File: config.mk
export PLATFORM = sky130hd
export DESIGN_NAME = mult_div_unit
export DESIGN_NICKNAME = d
export VERILOG_FILES = /design/src/rtl/mips_pkg.sv /design/src/rtl/mdu_addsub.sv /design/src/rtl/mult_div_unit.sv
export SDC_FILE = /design/constraint.sdc
export NUM_CORES = 1
export LEC_CHECK = 0
export BUFFER_PORTS_ARGS = -buffer_cell sky130_fd_sc_hd__buf_4
export CAP_MARGIN = 30
export CORE_MARGIN = 2
export CORE_UTILIZATION = 65
export CTS_BUF_LIST = sky130_fd_sc_hd__clkbuf_16
export CTS_CLUSTER_SIZE = 14
export DETAILED_ROUTE_END_ITERATION = 10
export PLACE_DENSITY = 0.85
export SLEW_MARGIN = 20
export SYNTH_ARGS = -nofsm -noshare
export SYNTH_HDL_FRONTEND = slang
export SYNTH_HIERARCHICAL = 1
export SYNTH_SLANG_ARGS = --single-unit
File: constraint.sdc
create_clock -name clk -period 15.05 [get_ports clk]
set_input_delay 3.01 -clock clk [delete_from_list [all_inputs] [get_ports clk]]
set_output_delay 3.01 -clock clk [all_outputs]
set_load 0.05 [all_outputs]
File: src/rtl/mips_pkg.sv
// Shared MIPS execute-stage definitions: multiply/divide op encodings, MDU state and datapath width.
`timescale 1ns/1ps
package mips_pkg;

  localparam int unsigned WIDTH = 32;

  typedef enum logic [1:0] {
    MDU_MULT  = 2'b00,
    MDU_MULTU = 2'b01,
    MDU_DIV   = 2'b10,
    MDU_DIVU  = 2'b11
  } mdu_op_e;

  typedef enum logic [1:0] {
    IDLE,
    CALC,
    FIX
  } mdu_state_e;

endpackage

File: src/rtl/mdu_addsub.sv
// Combinational 33-bit add/subtract with carry-out, shared by the multiply add step and the
// divide trial subtract.
`timescale 1ns/1ps
module mdu_addsub
  import mips_pkg::*;
(
  input  logic [WIDTH:0] a_i,
  input  logic [WIDTH:0] b_i,
  input  logic           sub_i,
  output logic [WIDTH:0] sum_o,
  output logic           cout_o
);

  logic [WIDTH+1:0] full;

  // Subtract as a + ~b + 1; carry-out high means no borrow.
  assign full   = {1'b0, a_i} + {1'b0, (sub_i ? ~b_i : b_i)} + {{(WIDTH+1){1'b0}}, sub_i};
  assign sum_o  = full[WIDTH:0];
  assign cout_o = full[WIDTH+1];

endmodule

File: src/rtl/mult_div_unit.sv
// Iterative multiply/divide unit: one bit per cycle on unsigned magnitudes, sign fix-up at the end,
// results kept in the architectural HI/LO registers.
`timescale 1ns/1ps
module mult_div_unit
  import mips_pkg::*;
(
  input  logic             clk,
  input  logic             reset,
  input  logic             start,
  input  logic [1:0]       op,
  input  logic [WIDTH-1:0] data1,
  input  logic [WIDTH-1:0] data2,
  input  logic             hiWrite,
  input  logic             loWrite,
  input  logic [WIDTH-1:0] wrData,
  output logic             busy,
  output logic             done,
  output logic             divZero,
  output logic [WIDTH-1:0] hi,
  output logic [WIDTH-1:0] lo
);

  mdu_state_e         state_q, state_d;
  logic [4:0]         count_q, count_d;
  logic [2*WIDTH-1:0] acc_q, acc_d;
  logic [WIDTH-1:0]   opnd_q, opnd_d;
  logic               is_div_q, is_div_d;
  logic               neg_q, neg_d;
  logic               neg_rem_q, neg_rem_d;
  logic               dz_pend_q, dz_pend_d;
  logic               div_zero_q, div_zero_d;
  logic               done_q, done_d;
  logic [WIDTH-1:0]   hi_q, hi_d, lo_q, lo_d;

  logic               s1, s2;
  logic [WIDTH-1:0]   mag1, mag2;
  logic [WIDTH:0]     add_a, add_b, add_sum;
  logic               add_cout;
  logic [2*WIDTH-1:0] prod_res;
  logic [WIDTH-1:0]   quot_res, rem_res;

  // op[0] set means unsigned.
  assign s1   = ~op[0] & data1[WIDTH-1];
  assign s2   = ~op[0] & data2[WIDTH-1];
  assign mag1 = s1 ? ('0 - data1) : data1;
  assign mag2 = s2 ? ('0 - data2) : data2;

  // Multiply adds the multiplicand into the upper half when the next multiplier bit is set;
  // divide trial-subtracts the divisor from the remainder with the next dividend bit shifted in.
  always_comb begin
    if (is_div_q) begin
      add_a = acc_q[2*WIDTH-1:WIDTH-1];
      add_b = {1'b0, opnd_q};
    end else begin
      add_a = {1'b0, acc_q[2*WIDTH-1:WIDTH]};
      add_b = acc_q[0] ? {1'b0, opnd_q} : '0;
    end
  end

  mdu_addsub u_addsub (
    .a_i    (add_a),
    .b_i    (add_b),
    .sub_i  (is_div_q),
    .sum_o  (add_sum),
    .cout_o (add_cout)
  );

  assign prod_res = neg_q ? ('0 - acc_q) : acc_q;
  assign quot_res = neg_q ? ('0 - acc_q[WIDTH-1:0]) : acc_q[WIDTH-1:0];
  assign rem_res  = neg_rem_q ? ('0 - acc_q[2*WIDTH-1:WIDTH]) : acc_q[2*WIDTH-1:WIDTH];

  always_comb begin
    state_d    = state_q;
    count_d    = count_q;
    acc_d      = acc_q;
    opnd_d     = opnd_q;
    is_div_d   = is_div_q;
    neg_d      = neg_q;
    neg_rem_d  = neg_rem_q;
    dz_pend_d  = dz_pend_q;
    div_zero_d = div_zero_q;
    done_d     = 1'b0;
    hi_d       = hi_q;
    lo_d       = lo_q;
    unique case (state_q)
      IDLE: begin
        if (start) begin
          state_d    = CALC;
          count_d    = '0;
          div_zero_d = 1'b0;
          is_div_d   = op[1];
          neg_d      = s1 ^ s2;
          neg_rem_d  = s1;
          dz_pend_d  = op[1] & (data2 == '0);
          acc_d      = {{WIDTH{1'b0}}, (op[1] ? mag1 : mag2)};
          opnd_d     = op[1] ? mag2 : mag1;
        end else begin
          if (hiWrite) hi_d = wrData;
          if (loWrite) lo_d = wrData;
        end
      end
      CALC: begin
        if (is_div_q) begin
          acc_d = add_cout ? {add_sum[WIDTH-1:0], acc_q[WIDTH-2:0], 1'b1}
                           : {acc_q[2*WIDTH-2:0], 1'b0};
        end else begin
          acc_d = {add_sum, acc_q[WIDTH-1:1]};
        end
        count_d = count_q + 5'd1;
        if (count_q == 5'd31) state_d = FIX;
      end
      FIX: begin
        state_d = IDLE;
        done_d  = 1'b1;
        if (is_div_q) begin
          // A zero divisor leaves the dividend magnitude as remainder, so HI restores data1.
          hi_d = rem_res;
          lo_d = dz_pend_q ? '1 : quot_res;
          div_zero_d = dz_pend_q;
        end else begin
          {hi_d, lo_d} = prod_res;
        end
      end
      default: state_d = IDLE;
    endcase
  end

  always_ff @(posedge clk or posedge reset) begin
    if (reset) begin
      state_q    <= IDLE;
      count_q    <= '0;
      acc_q      <= '0;
      opnd_q     <= '0;
      is_div_q   <= 1'b0;
      neg_q      <= 1'b0;
      neg_rem_q  <= 1'b0;
      dz_pend_q  <= 1'b0;
      div_zero_q <= 1'b0;
      done_q     <= 1'b0;
      hi_q       <= '0;
      lo_q       <= '0;
    end else begin
      state_q    <= state_d;
      count_q    <= count_d;
      acc_q      <= acc_d;
      opnd_q     <= opnd_d;
      is_div_q   <= is_div_d;
      neg_q      <= neg_d;
      neg_rem_q  <= neg_rem_d;
      dz_pend_q  <= dz_pend_d;
      div_zero_q <= div_zero_d;
      done_q     <= done_d;
      hi_q       <= hi_d;
      lo_q       <= lo_d;
    end
  end

  assign busy    = (state_q != IDLE);
  assign done    = done_q;
  assign divZero = div_zero_q;
  assign hi      = hi_q;
  assign lo      = lo_q;

endmodule

Word level (Yosys, flattened, before mapping)

Index checks and enable logic that the tools add are counted.

Add/subtract/negate cells: 8
Multiply operators: 0
Div/mod/pow operators: 0
$lt $le $gt $ge: 0
Equality and inequality tests: 9
Shifts and indexed selects: 0
Muxes and demuxes: 33
Bitwise gates (word level): 6
Reduce and logical (&&, ||, !) cells: 11

Operators with widths:

| cell                    | number |
|---|---|
| $mux W32                | 15 |
| $mux W64                | 4 |
| $pmux W32 S2            | 2 |
| $pmux W64 S2            | 1 |
| $sub A1 B32 Y32 const A | 4 |
| $mux W33                | 2 |
| $sub A1 B64 Y64 const A | 1 |
| $add A33 B33 Y34        | 1 |
| $add A34 B1 Y34         | 1 |
| $not A32 Y33            | 1 |
| $logic_not A32 Y1       | 1 |
| $ne A2 B2 Y1 const B    | 6 |
| $pmux W5 S2             | 1 |
| $reduce_and A3 Y1       | 3 |
| $reduce_and A2 Y1       | 3 |
| $reduce_bool A2 Y1      | 3 |
| $add A5 B1 Y5 const B   | 1 |
| $eq A5 B5 Y1 const B    | 1 |
| $mux W5                 | 1 |
| $mux W2                 | 2 |
| $pmux W2 S2             | 1 |
| $and A1 B1 Y1           | 3 |
| $mux W1                 | 3 |
| $eq A2 B1 Y1 const B    | 1 |
| 5 further kinds         | 5 |

Register bits after elaboration: 173
Latch bits: 0
Memory bits (writable): 0
Memory bits (read-only): 0
Bits of input ports: 103
Output and inout bits: 67
Word-level logic and storage cells: 79
Memories: 0

Longest topological paths before layout

Depth in word-level cells: 9
Gate-level depth with buffers: 20
Mapped depth without buffers: 14

Cells and area by module

The synthesis kept the hierarchy.

By module, submodules not included:

| module        | times used | cells an instance | area an instance (um^2) | sequential area each (um^2) |
|---|---|---|---|---|
| mult_div_unit | 1          | 1,535             | 12,406.9                | 4,329.2 |
| mdu_addsub    | 1          | 297               | 2,144.6                 | 0.0 |

Least setup slack after synthesis

Ideal clock, no wire load.

Path type: input port to flip-flop
Start point: in data2[5]
End point: reg acc_q[23]
Setup time: 116 ps
Arrival time: 4,881 ps
Data required time: 14,934 ps
Slack: 10,053 ps
Stages: 7
Path buffers: 0
Cells stage by stage: nor4_1 nand4_1 nor2_1 a21oi_1 xnor2_1 or3_1 o311ai_0

Word-level cells in the longest chain between the ends: 5

Ends and longest elaborated chain:

| element              | RTL line             | source |
|---|---|---|
| from (decl)          | mult_div_unit.sv:12  | `input logic [WIDTH-1:0] data2,` |
| $sub A1 B32 Y32      | mult_div_unit.sv:46  | `assign mag2 = s2 ? ('0 - data2) : data2;` |
| $mux W32             | mult_div_unit.sv:46  |  |
| $mux W32             | mult_div_unit.sv:95  | `acc_d = {{WIDTH{1'b0}}, (op[1] ? mag1 : mag2)};` |
| $mux W64             | mult_div_unit.sv:87  | `if (start) begin` |
| $pmux W64 S2         | mult_div_unit.sv:85  | `unique case (state_q)` |
| to (signal assigned) | mult_div_unit.sv:132 | `acc_q <= '0;` |
| to (signal assigned) | mult_div_unit.sv:145 | `acc_q <= acc_d;` |
| to (decl)            | mult_div_unit.sv:25  | `logic [2*WIDTH-1:0] acc_q, acc_d;` |

Every way passes these cells. The select of a mux whose other input is x is not followed.
A chain may end at the register's enable or synchronous reset.

Worst setup path after layout

Start point: reg is_div_q
End point: reg acc_q[32]

Word-level cells in the longest chain between the ends: 8
Elaborated cells between the ends (all ways): 9
Classes of those cells: 2 x add/sub; 6 x mux; 1 x bitwise

Ends and longest elaborated chain:

| element                | RTL line             | source |
|---|---|---|
| from (decl)            | mult_div_unit.sv:27  | `logic is_div_q, is_div_d;` |
| from (signal assigned) | mult_div_unit.sv:147 | `is_div_q <= is_div_d;` |
| $mux W32 *             | mult_div_unit.sv:51  | `if (is_div_q) begin` |
| named net add_b[4]     | mult_div_unit.sv:37  | `logic [WIDTH:0] add_a, add_b, add_sum;` |
| $not A32 Y33           | mdu_addsub.sv:17     | `assign full = {1'b0, a_i} + {1'b0, (sub_i ? ~b_i : b_i)} + {{(WIDTH+1){1'b0}}, sub_i};` |
| $mux W33 *             | mdu_addsub.sv:17     |  |
| $add A33 B33 Y34 *     | mdu_addsub.sv:17     |  |
| $add A34 B1 Y34 *      | mdu_addsub.sv:17     |  |
| named net add_cout     | mult_div_unit.sv:38  | `logic add_cout;` |
| $mux W64 *             | mult_div_unit.sv:104 | `acc_d = add_cout ? {add_sum[WIDTH-1:0], acc_q[WIDTH-2:0], 1'b1}` |
| $mux W64 *             | mult_div_unit.sv:103 | `if (is_div_q) begin` |
| $pmux W64 S2 *         | mult_div_unit.sv:85  |  |

The timed path passes the listed nets; every way through them passes the cells marked *.

==> results.toml <==
[status]
status = "completed"

[finish]
syn2layout_area_growth_pct = 12.74
drive_gt1_share_pct = 15.30
final_common_cell = "nand2_1"
insertedDiodeCount = 0
fin_nets = 2025
finalInstanceArea_um2 = 16410
layout_common_cells = "219 x nand2_1, 213 x o21ai_0, 181 x buf_4"

[sta]
hold_viol = 0
drv_slew = 0
fin_crit_ns = 5.389
setup_viol = 0
period_share_pct = 35.81
maxSlewHeadroom_pct = 39.11
rsz0062_at_grt = "no"
fin_setup_tns_ns = 0
worstMarginPinSlew_ns = 0.9124
fmax_ghz = 0.1856
fin_worst_skew_ns = 0.01315

[flow_run]
cap_violations = 0

[detailed_routing]
route.final.wire_length_um = 46940
drt_first_iter_violations = 1740
antenna_left = 0
drc_errors = 0
num_vias = 14830
avgRoutedWirePerCell_um = 21.57
via_per_inst = 6.814
first_pass_iters = 6

[synthesis]
synth_edf_count = 0
ys_dominant_reg_cell = "dfrtp_1"
ys_seq_area_share_pct = 29.75
synth_seq_cells = 173
ys_warn_count = 6
yosys.cell_types.count = 91
synthCells = 1832
syn-cell-area_um2 = 14550
syn_nets = 1974
async_flop_share_pct = 100.0
avgSynthCellArea_um2 = 7.943

[clock_tree]
clkTransAtPathRegs_ns = 0.08
clk_path_buf_depth = 2
htree_levels = 4
postCtsSetupRepairBufs = 0
ctsHoldBuffers = 0
cts_root_buf = "clkbuf_16"
cts_tree = "built"
cts_sinks = 173
numCtsBuffers = 17
cts-resized-gates = 0
worstSkewPairLatency_ns = 0.45

[floorplanning]
rows = 54
die_w_um = 153.6
core_um2 = 21890
die_h_um = 153.6
start_util_pct = 66.47
dieArea_um2 = 23600
num_io_pins = 170

[setup_path]
endpoint_kind = "flip-flop"
critical_path_peak_fanout = 120
regToRegSetupSlack_ns = 9.66
r2r_end = "acc_q[32]$_DFFE_PP0P_"
cp.arrival_ns = 5.69
cp_num_buf_inv = 3
cp.depth = 17
crit_chain = "buf_12 -> nor2_2 -> buf_4 -> nor2b_1 -> xor2_1 -> ha_1 -> a21o_1 -> a311oi_4 -> o211ai_2 -> a21oi_2 -> a2111oi_1 -> a2111o_1 -> buf_4 -> mux2i_1 -> nand2_1 -> o21ai_0 -> o22ai_1"
slowest_delay_ns = 0.86
critPathTopFamily = "compound AO/OA/AOI/OAI gates"
crit_end = "acc_q[32]$_DFFE_PP0P_"
crit_slowest_cell = "dfrtp_4"
crit_required_ns = 15.35
rr_startpoint = "is_div_q$_DFFE_PP0P_"
crit_start = "is_div_q$_DFFE_PP0P_"
crit_path_frequent_cell = "buf_4"
cp-start-kind = "flip-flop"
reg2reg_depth = 17
worstSetupPathType = "reg -> reg"

[global_routing]
first_global_vias = 13720
grtUsageTotal_pct = 39.07
grt_max_degree = 121
grt_antenna_before_repair = 0
grt_pass1_wl_um = 73730
overflow = 0

[place]
gp_congestion = 1.020
placed_cell_area_um2 = 15710
io_buffers = 169
dp_hpwl_um = 34690

[worst_hold_path]
hold_start = "opnd_q[8]$_DFFE_PP0P_"
hold_path.class = "reg -> reg"
sequential cells by signal, indices dropped and copies added (netlist names):
name       cells
acc_q         64
neg_q          1
state_q        2
opnd_q        32
lo            32
count_q        5
done           1
neg_rem_q      1
divZero        1
hi            32
dz_pend_q      1
is_div_q       1
cell type report:
cell class                      count  area [um2]
Clock inverter                     15       203.9
Multi-Input combinational cell   1487        9562
Sequential cell                   173        4333
Inverter                           18       72.57
Timing Repair Buffer              186        1459
Clock buffer                       17       425.4
Tap cell                          280       350.3
Fill cell                        1685        5485
cells in the mapped netlist (all sizes together) (14+ instances only):
cell type	n	share of area, %
a211oi	15	0.81
a21oi	132	4.6
a31oi	15	0.64
buf	23	0.80
clkbuf	131	3.4
dfrtp	173	30
ha	38	3.3
inv	17	0.44
mux2	34	2.7
mux2i	66	4.5
nand2	219	5.6
nand2b	17	0.78
nand3	14	0.48
nor2	130	3.4
nor2b	38	1.6
nor3	44	1.7
nor4	27	1.3
o21ai	218	7.5
o221ai	24	1.4
o22ai	52	2.3
o31ai	18	0.93
or3	16	0.72
or4	22	1.2
xnor2	89	5.4
xor2	90	5.4
metal layers:
metal | wire length [um] | track usage (%) | share of wire [%] | vias to the layer above
met2 | 20700 | 59.58 | 44 | 964
met4 | 2441 | 19.44 | 5.2 | 0
met1 | 19130 | 53.48 | 41 | 6951
met5 | 0 | 0 | 0 | -
li1 | - | - | - | 6744
met3 | 4663 | 7.497 | 9.9 | 168
cell families (layout without fill, tap and decap cells):
family                     count (synthesis)  count (layout)  share of synthesized area (%)
adders and majority gates                 39              39                          3.405
and+or+nand+nor                          590             590                          19.84
buffers and inverters                    172             236                          4.643
muxes                                    100             100                          7.197
DFF                                      173             173                          29.75
xor gates and xnor gates                 179             179                          10.77
AOI/OAI and AO/OA                        578             578                          24.37
other                                      1               1                        0.02577
how the worst min path moves through the flow:
stage                                   endpoint  cells past startpoint  slack (ns)
after global routing       opnd_q[8]$_DFFE_PP0P_                      1        0.50
after global placement    opnd_q[16]$_DFFE_PP0P_                      2        0.45
after CTS                 opnd_q[13]$_DFFE_PP0P_                      2        0.48
final                      opnd_q[8]$_DFFE_PP0P_                      1        0.48
after floorplan           opnd_q[16]$_DFFE_PP0P_                      2        0.43
after detailed placement   opnd_q[8]$_DFFE_PP0P_                      1        0.46
stage by stage:
step | utilization (%) | std cells | hold slack, ns | worst slack (ns)
floorplan | - | 1832 | 0.4309 | 7.352
global placement | 71.60 | 2138 | 0.4499 | 9.447
detailed placement | 71.78 | 2141 | 0.4624 | 9.634
CTS | 74.66 | 2173 | 0.4785 | 9.790
global route | 74.94 | 2176 | 0.5021 | 9.400
finish | 74.94 | 2176 | 0.4791 | 9.661
Power is not shown: default switching activity piles up to over one toggle a cycle in this logic, so the estimate is an artifact.
